File: src/rtl/nbyn_noc_pkg.sv
// Shared nbyn NoC flit geometry: header field offsets and flit pack/unpack helpers.
// Helpers work on a wide bus so any (x_size, y_size, data_width) instance can reuse them.
package nbyn_noc_pkg;

  localparam int FLIT_MAX_W = 1024;
  localparam int X_LSB      = 0;

  typedef logic [FLIT_MAX_W-1:0] flit_bus_t;

  function automatic int y_lsb(input int xs);
    return xs;
  endfunction

  function automatic int pay_lsb(input int xs, input int ys);
    return xs + ys;
  endfunction

  // Fields are masked to their widths so oversized inputs cannot bleed into neighbours.
  function automatic flit_bus_t flit_pack(input flit_bus_t pay, input flit_bus_t dx,
                                          input flit_bus_t dy, input int xs, input int ys);
    flit_bus_t xm;
    flit_bus_t ym;
    xm = (flit_bus_t'(1) << xs) - flit_bus_t'(1);
    ym = (flit_bus_t'(1) << ys) - flit_bus_t'(1);
    return (pay << pay_lsb(xs, ys)) | ((dy & ym) << y_lsb(xs)) | ((dx & xm) << X_LSB);
  endfunction

  function automatic flit_bus_t flit_payload(input flit_bus_t flit, input int xs, input int ys);
    return flit >> pay_lsb(xs, ys);
  endfunction

endpackage

File: src/rtl/nbyn_pe_ni_if.sv
// Core/switch-facing signal bundle of the nbyn PE network interface.
// slave = the NI itself; master = the core and switch side driving it.
interface nbyn_pe_ni_if
  import nbyn_noc_pkg::*;
#(
  parameter int data_width = 256,
  parameter int x_size     = 1,
  parameter int y_size     = 1
);
  localparam int total_width = pay_lsb(x_size, y_size) + data_width;

  logic                   s_valid;
  logic                   s_ready;
  logic [data_width-1:0]  s_data;
  logic [x_size-1:0]      s_dest_x;
  logic [y_size-1:0]      s_dest_y;
  logic                   o_valid_sw;
  logic [total_width-1:0] o_data_sw;
  logic                   i_ready_sw;
  logic                   i_valid_sw;
  logic [total_width-1:0] i_data_sw;
  logic                   m_valid;
  logic                   m_ready;
  logic [data_width-1:0]  m_data;
  logic                   rx_overflow;
  logic                   rx_misroute;
  logic [15:0]            rx_drop_cnt;

  modport slave (
    input  s_valid, s_data, s_dest_x, s_dest_y, i_ready_sw, i_valid_sw, i_data_sw, m_ready,
    output s_ready, o_valid_sw, o_data_sw, m_valid, m_data, rx_overflow, rx_misroute, rx_drop_cnt
  );

  modport master (
    output s_valid, s_data, s_dest_x, s_dest_y, i_ready_sw, i_valid_sw, i_data_sw, m_ready,
    input  s_ready, o_valid_sw, o_data_sw, m_valid, m_data, rx_overflow, rx_misroute, rx_drop_cnt
  );
endinterface

File: src/rtl/nbyn_sync_fifo.sv
// First-word-fall-through synchronous FIFO; DEPTH must be a power of two, at least 2.
// Caller guarantees no push when full unless a pop happens in the same cycle.
module nbyn_sync_fifo #(
  parameter int WIDTH = 8,
  parameter int DEPTH = 4
) (
  input  logic             clk,
  input  logic             rstn,
  input  logic             push,
  input  logic             pop,
  input  logic [WIDTH-1:0] din,
  output logic [WIDTH-1:0] dout,
  output logic             full,
  output logic             empty
);
  localparam int AW = $clog2(DEPTH);

  logic [WIDTH-1:0] mem [DEPTH];
  logic [AW:0]      wr_ptr;
  logic [AW:0]      rd_ptr;

  always_ff @(posedge clk) begin
    if (!rstn) begin
      wr_ptr <= '0;
      rd_ptr <= '0;
    end else begin
      if (push) wr_ptr <= wr_ptr + (AW+1)'(1);
      if (pop)  rd_ptr <= rd_ptr + (AW+1)'(1);
    end
  end

  // Storage is data only and is never reset; empty pointers mask stale contents.
  always_ff @(posedge clk) begin
    if (push) mem[wr_ptr[AW-1:0]] <= din;
  end

  assign dout  = mem[rd_ptr[AW-1:0]];
  assign empty = (wr_ptr == rd_ptr);
  assign full  = (wr_ptr[AW] != rd_ptr[AW]) && (wr_ptr[AW-1:0] == rd_ptr[AW-1:0]);
endmodule

File: src/rtl/nbyn_pe_ni.sv
// PE-side network interface for the nbyn deflection switch: header insert + TX FIFO, RX FIFO + header strip.
// Build option NBYN_NI_DROP_CNT_EN enables the saturating rx_drop_cnt counter (tied to 0 otherwise).
module nbyn_pe_ni
  import nbyn_noc_pkg::*;
#(
  parameter int x_coord     = 0,
  parameter int y_coord     = 0,
  parameter int data_width  = 256,
  parameter int x_size      = 1,
  parameter int y_size      = 1,
  parameter int total_width = x_size + y_size + data_width,
  parameter int TX_DEPTH    = 4,
  parameter int RX_DEPTH    = 8
) (
  input logic          clk,
  input logic          rstn,
  nbyn_pe_ni_if.slave  ni
);
  localparam int HDR_W = pay_lsb(x_size, y_size);
  localparam logic [HDR_W-1:0] OWN_HDR =
    HDR_W'(flit_pack('0, flit_bus_t'(x_coord), flit_bus_t'(y_coord), x_size, y_size));

  logic                   ready_q;
  logic                   tx_push, tx_pop, tx_full, tx_empty;
  logic [total_width-1:0] tx_din, tx_dout;
  logic                   rx_push, rx_pop, rx_full, rx_empty, rx_drop;
  logic [total_width-1:0] rx_dout;
  logic                   overflow_q, misroute_q;

  // Holds s_ready low through reset and opens it the first cycle after release.
  always_ff @(posedge clk) begin
    if (!rstn) ready_q <= 1'b0;
    else       ready_q <= 1'b1;
  end

  assign ni.s_ready = ready_q & ~tx_full;
  assign tx_push    = ni.s_valid & ni.s_ready;
  assign tx_din     = total_width'(flit_pack(flit_bus_t'(ni.s_data), flit_bus_t'(ni.s_dest_x),
                                             flit_bus_t'(ni.s_dest_y), x_size, y_size));
  // Switch-bound valid/data come purely from FIFO state, breaking any loop through o_ready_pe.
  assign ni.o_valid_sw = ~tx_empty;
  assign ni.o_data_sw  = tx_dout;
  assign tx_pop        = ni.o_valid_sw & ni.i_ready_sw;

  nbyn_sync_fifo #(.WIDTH(total_width), .DEPTH(TX_DEPTH)) u_tx_fifo (
    .clk(clk), .rstn(rstn), .push(tx_push), .pop(tx_pop), .din(tx_din),
    .dout(tx_dout), .full(tx_full), .empty(tx_empty)
  );

  // Ejected flits cannot be stalled: accept when a slot is or becomes free, else drop.
  assign rx_pop  = ni.m_valid & ni.m_ready;
  assign rx_push = ni.i_valid_sw & (~rx_full | rx_pop);
  assign rx_drop = ni.i_valid_sw & ~rx_push;

  nbyn_sync_fifo #(.WIDTH(total_width), .DEPTH(RX_DEPTH)) u_rx_fifo (
    .clk(clk), .rstn(rstn), .push(rx_push), .pop(rx_pop), .din(ni.i_data_sw),
    .dout(rx_dout), .full(rx_full), .empty(rx_empty)
  );

  assign ni.m_valid = ~rx_empty;
  assign ni.m_data  = data_width'(flit_payload(flit_bus_t'(rx_dout), x_size, y_size));

  always_ff @(posedge clk) begin
    if (!rstn) begin
      overflow_q <= 1'b0;
      misroute_q <= 1'b0;
    end else begin
      if (rx_drop) overflow_q <= 1'b1;
      if (rx_push && (ni.i_data_sw[HDR_W-1:0] != OWN_HDR)) misroute_q <= 1'b1;
    end
  end

  assign ni.rx_overflow = overflow_q;
  assign ni.rx_misroute = misroute_q;

`ifdef NBYN_NI_DROP_CNT_EN
  logic [15:0] drop_cnt_q;

  always_ff @(posedge clk) begin
    if (!rstn)                            drop_cnt_q <= '0;
    else if (rx_drop && drop_cnt_q != '1) drop_cnt_q <= drop_cnt_q + 16'd1;
  end

  assign ni.rx_drop_cnt = drop_cnt_q;
`else
  assign ni.rx_drop_cnt = 16'd0;
`endif
endmodule

File: src/flat_wrapper.sv
// flat-port wrapper written by rule: the top's interface ports become plain ports
module nbyn_pe_ni_flat import nbyn_noc_pkg::*;
#(
  parameter int x_coord     = 0,
  parameter int y_coord     = 0,
  parameter int data_width  = 256,
  parameter int x_size      = 1,
  parameter int y_size      = 1,
  parameter int total_width = x_size + y_size + data_width,
  parameter int TX_DEPTH    = 4,
  parameter int RX_DEPTH    = 8
)
  (clk, rstn, ni_s_valid, ni_s_data, ni_s_dest_x, ni_s_dest_y, ni_i_ready_sw, ni_i_valid_sw, ni_i_data_sw, ni_m_ready, ni_s_ready, ni_o_valid_sw, ni_o_data_sw, ni_m_valid, ni_m_data, ni_rx_overflow, ni_rx_misroute, ni_rx_drop_cnt);
  nbyn_pe_ni_if #(.data_width(data_width), .x_size(x_size), .y_size(y_size)) ni_i ();
  input logic clk;
  input logic rstn;
  input wire logic [$bits(ni_i.s_valid)-1:0] ni_s_valid;
  input wire logic [$bits(ni_i.s_data)-1:0] ni_s_data;
  input wire logic [$bits(ni_i.s_dest_x)-1:0] ni_s_dest_x;
  input wire logic [$bits(ni_i.s_dest_y)-1:0] ni_s_dest_y;
  input wire logic [$bits(ni_i.i_ready_sw)-1:0] ni_i_ready_sw;
  input wire logic [$bits(ni_i.i_valid_sw)-1:0] ni_i_valid_sw;
  input wire logic [$bits(ni_i.i_data_sw)-1:0] ni_i_data_sw;
  input wire logic [$bits(ni_i.m_ready)-1:0] ni_m_ready;
  output wire logic [$bits(ni_i.s_ready)-1:0] ni_s_ready;
  output wire logic [$bits(ni_i.o_valid_sw)-1:0] ni_o_valid_sw;
  output wire logic [$bits(ni_i.o_data_sw)-1:0] ni_o_data_sw;
  output wire logic [$bits(ni_i.m_valid)-1:0] ni_m_valid;
  output wire logic [$bits(ni_i.m_data)-1:0] ni_m_data;
  output wire logic [$bits(ni_i.rx_overflow)-1:0] ni_rx_overflow;
  output wire logic [$bits(ni_i.rx_misroute)-1:0] ni_rx_misroute;
  output wire logic [$bits(ni_i.rx_drop_cnt)-1:0] ni_rx_drop_cnt;
  assign ni_i.s_valid = ni_s_valid;
  assign ni_i.s_data = ni_s_data;
  assign ni_i.s_dest_x = ni_s_dest_x;
  assign ni_i.s_dest_y = ni_s_dest_y;
  assign ni_i.i_ready_sw = ni_i_ready_sw;
  assign ni_i.i_valid_sw = ni_i_valid_sw;
  assign ni_i.i_data_sw = ni_i_data_sw;
  assign ni_i.m_ready = ni_m_ready;
  assign ni_s_ready = ni_i.s_ready;
  assign ni_o_valid_sw = ni_i.o_valid_sw;
  assign ni_o_data_sw = ni_i.o_data_sw;
  assign ni_m_valid = ni_i.m_valid;
  assign ni_m_data = ni_i.m_data;
  assign ni_rx_overflow = ni_i.rx_overflow;
  assign ni_rx_misroute = ni_i.rx_misroute;
  assign ni_rx_drop_cnt = ni_i.rx_drop_cnt;
  nbyn_pe_ni #(.x_coord(x_coord), .y_coord(y_coord), .data_width(data_width), .x_size(x_size), .y_size(y_size), .total_width(total_width), .TX_DEPTH(TX_DEPTH), .RX_DEPTH(RX_DEPTH)) u_core (.clk(clk), .rstn(rstn), .ni(ni_i));
endmodule
File: config.mk
export PLATFORM = sky130hd
export DESIGN_NAME = nbyn_pe_ni_flat
export DESIGN_NICKNAME = d
export VERILOG_FILES = /design/src/rtl/nbyn_noc_pkg.sv /design/src/rtl/nbyn_pe_ni_if.sv /design/src/rtl/nbyn_sync_fifo.sv /design/src/rtl/nbyn_pe_ni.sv /design/src/flat_wrapper.sv
export SDC_FILE = /design/constraint.sdc
export NUM_CORES = 2
export LEC_CHECK = 0
export ABC_CLOCK_PERIOD_IN_PS = 48000
export BUFFER_PORTS_ARGS = -buffer_cell sky130_fd_sc_hd__buf_4
export CAP_MARGIN = 20
export CELL_PAD_IN_SITES_DETAIL_PLACEMENT = 0
export CELL_PAD_IN_SITES_GLOBAL_PLACEMENT = 1
export CORE_AREA = 3 3 410 716
export CTS_BUF_LIST = sky130_fd_sc_hd__clkbuf_16
export CTS_CLUSTER_SIZE = 8
export DETAILED_ROUTE_END_ITERATION = 12
export DIE_AREA = 0 0 413 719
export PLACE_DENSITY_LB_ADDON = 0.15
export SYNTH_ARGS = -nofsm -noshare
export SYNTH_HDL_FRONTEND = slang
export SYNTH_SLANG_ARGS = --single-unit
File: constraint.sdc
create_clock -name clk -period 48 [get_ports clk]
set_input_delay 2.4 -clock clk [delete_from_list [all_inputs] [get_ports clk]]
set_output_delay 2.4 -clock clk [all_outputs]
set_load 0.05 [all_outputs]
==> metrics.txt <==
outcome finished clean; Final setup viols 0; worst IR drop on VDD 42.3 uV; Die X 413 um; ys flop type edfxtp_1; relative slew slack 8.37%; clk slew on worst S/H paths 0.06 ns; vias in the first global route 56.2k; part of the Yosys area used for sequential elements 80.7%; Worst R2R Start u_core.u_tx_fifo.wr_ptr[0]$_SDFFE_PN0N_; Via Count 51.9k; Num CTS Buffers 431; total wire length 295,000 um; min Tclk post-route 7.75 ns; RSZ-0062 raised after global routing false; period utilization 16.1%; Final Hold Viols 0; WL/cell 30.4 um; Startpoint Class register; H-tree levels 5; Rows 261; FF+latch count, synth 3,102; postcts setup bufs 0; NumNets Final 6,326; TritonCTS clock tree built; Slew @ Worst Pin 1.37 ns; number of library cell types mapped by synthesis 37; LEAKAGE 44.6 nW; CP required 45.60 ns; vias per inst 5.36; CP Capture Type primary output; Achievable Freq 0.129 GHz; DPL Wire Length 178,000 um; synthesis-to-layout area growth 20.6%; Post-synth EDFFs 3,080; worst endpoint data arrival time 5.35 ns; Synth Cell Area 115,000 um^2; area of the die 297,000 um^2; r2r endpoint u_core.u_tx_fifo.mem[0][207]$_DFFE_PP_; Synthesis Warnings 0; worst reg-to-reg setup slack 43.12 ns; clk_skew 0.0507 ns; CP Capture Point ni_m_data[72]; most frequent cells in the layout edfxtp_1, buf_4, mux4_2, clkbuf_16, mux2_2; number of hold buffers added after CTS 0; core box area 289,000 um^2; crit-path cells buf_12 -> buf_12 -> buf_4 -> mux4_2 -> mux2_2 -> buf_4; layout cells sized above 1 44.8%; worst hold path class reg -> reg; antenna violations before repair 114; number of nets still failing antenna checks after routing 0; Total GRT Usage 19.6%; Initial Utilization 39.9%; DRC viols 0; CP max FO 149; setup TNS 0 ns; most common cell after layout, fill and taps aside edfxtp_1; Die Height 719 um; Initial DRT Pass Iterations 5; post_cts resized 0; Worst R2R Path Depth 6; Root Driver clkbuf_16; I/O pin count 1,057; fraction of registers with async set/reset 0%; Pins Over Slew Limit 0; Slowest Stage Delay on Critical Path 0.96 ns; first-pass GRT wire length 419,000 um; port buffer count 1,040; Sink Count 3,102; largest net degree at the start of global routing 150; total grt overflow 0; critical path type reg -> out; Clock Latency Late Sink 0.88 ns; cell count after synthesis 4,450; Clock Path Buffers 4; Max-cap violations 0; Hold Worst Slack 0.506 ns; average size of a mapped cell 25.9 um^2; Worst path slowest cell buf_4; Power Dens Cells 49.5 nW/um^2; 1st-iter DRT viols 3,578; GP Congestion 0.752
==> layer usage <==
layer,GRT usage (%),vias to the layer above,part of all wire (%)
met2,31.5,1688,48
met5,0,-,0.26
met3,9.94,491,12
li1,-,21700,-
met4,4.31,120,1.9
met1,23.8,27800,38
==> worst max-delay path: cells and delay by family (launching register included) <==
| family | cells | cell delay (ns) |
|---|---|---|
| mux | 2 | 0.73 |
| buf+inv | 4 | 2.29 |
| flops | 1 | 0.83 |
==> kinds of logic after synthesis <==
family / count (synthesis) / synth area share [%]
other cells: 1 / 0.00326
xor+xnor: 14 / 0.106
compound gates: 17 / 0.103
simple gates: 47 / 0.211
mux: 1031 / 17.6
buf+inv: 231 / 1.21
flops: 3102 / 80.7
fa+ha+maj: 7 / 0.0760
==> worst min-delay path by stage <==
stage	startpoint	end	slack, ns	cells past startpoint
2_1_floorplan	u_core.u_rx_fifo.rd_ptr[3]$_SDFFE_PN0N_	u_core.u_rx_fifo.rd_ptr[3]$_SDFFE_PN0N_	0.47	2
3_5_place_dp	u_core.ni.rx_overflow$_SDFFE_PN0P_	u_core.ni.rx_overflow$_SDFFE_PN0P_	0.49	2
6_report	u_core.u_rx_fifo.wr_ptr[3]$_SDFFE_PN0P_	u_core.u_rx_fifo.wr_ptr[3]$_SDFFE_PN0P_	0.51	2
3_3_place_gp	u_core.ni.rx_overflow$_SDFFE_PN0P_	u_core.ni.rx_overflow$_SDFFE_PN0P_	0.48	2
5_1_grt	u_core.u_rx_fifo.wr_ptr[3]$_SDFFE_PN0P_	u_core.u_rx_fifo.wr_ptr[3]$_SDFFE_PN0P_	0.55	2
4_1_cts	u_core.u_rx_fifo.wr_ptr[3]$_SDFFE_PN0P_	u_core.u_rx_fifo.wr_ptr[3]$_SDFFE_PN0P_	0.51	2
==> power by group <==
| part | leakage, nW | internal (mW) | switching [mW] |
|---|---|---|---|
| sequential | 28.2 | 3.05 | 0.0220 |
| clock | 5.68 | 1.59 | 1.05 |
| combinational | 10.8 | 0.433 | 0.727 |
| total | 44.6 | 5.07 | 1.80 |
==> through the flow <==
| stage | cells | power [mW] | utilization [%] | area (um^2) | setup slack, ns |
|---|---|---|---|---|---|
| after floorplan | 4465 | 3.97 | - | 115000 | 17.74 |
| after global placement | 9173 | 4.30 | 44.1 | 127000 | 40.28 |
| after detailed placement | 9174 | 4.31 | 44.1 | 127000 | 40.28 |
| after CTS | 9659 | 6.98 | 48.1 | 139000 | 39.29 |
| after global routing | 9670 | 7.13 | 48.1 | 139000 | 39.73 |
| final | 9689 | 6.88 | 48.1 | 139000 | 40.25 |
==> state kept, by name (all words and copies together), names as in the netlist, named ones only <==
register,count
u_core.ni.rx_misroute,1
u_core.ni.rx_overflow,1
u_core.ready_q,1
u_core.u_rx_fifo.mem,2048
u_core.u_rx_fifo.rd_ptr,4
u_core.u_rx_fifo.wr_ptr,4
u_core.u_tx_fifo.mem,1032
u_core.u_tx_fifo.rd_ptr,3
u_core.u_tx_fifo.wr_ptr,3
==> synth_stat cells, types with 8 or more instances <==
library cell	number	share of area (%)
buf_2	56	0.24
inv_1	9	0.029
buf_4	17	0.11
clkbuf_1	62	0.20
buf_1	34	0.11
nor2_1	12	0.039
mux4_2	770	15
edfxtp_1	3080	80
dfxtp_1	22	0.38
nand2_1	10	0.033
xnor2_1	8	0.061
mux2_2	256	2.5
buf_6	53	0.52
==> layout make-up <==
cell class,count,area [um^2]
Sequential cell,3102,92900
Tap cell,3813,4770
Inverter,9,33.8
Clock inverter,51,528
Clock buffer,434,10900
Multi-Input combinational cell,1132,21000
Timing Repair Buffer,1121,8710
Fill cell,23600,150000
Antenna cell,27,67.6
No activity file was read; power rests on OpenSTA's default activity.
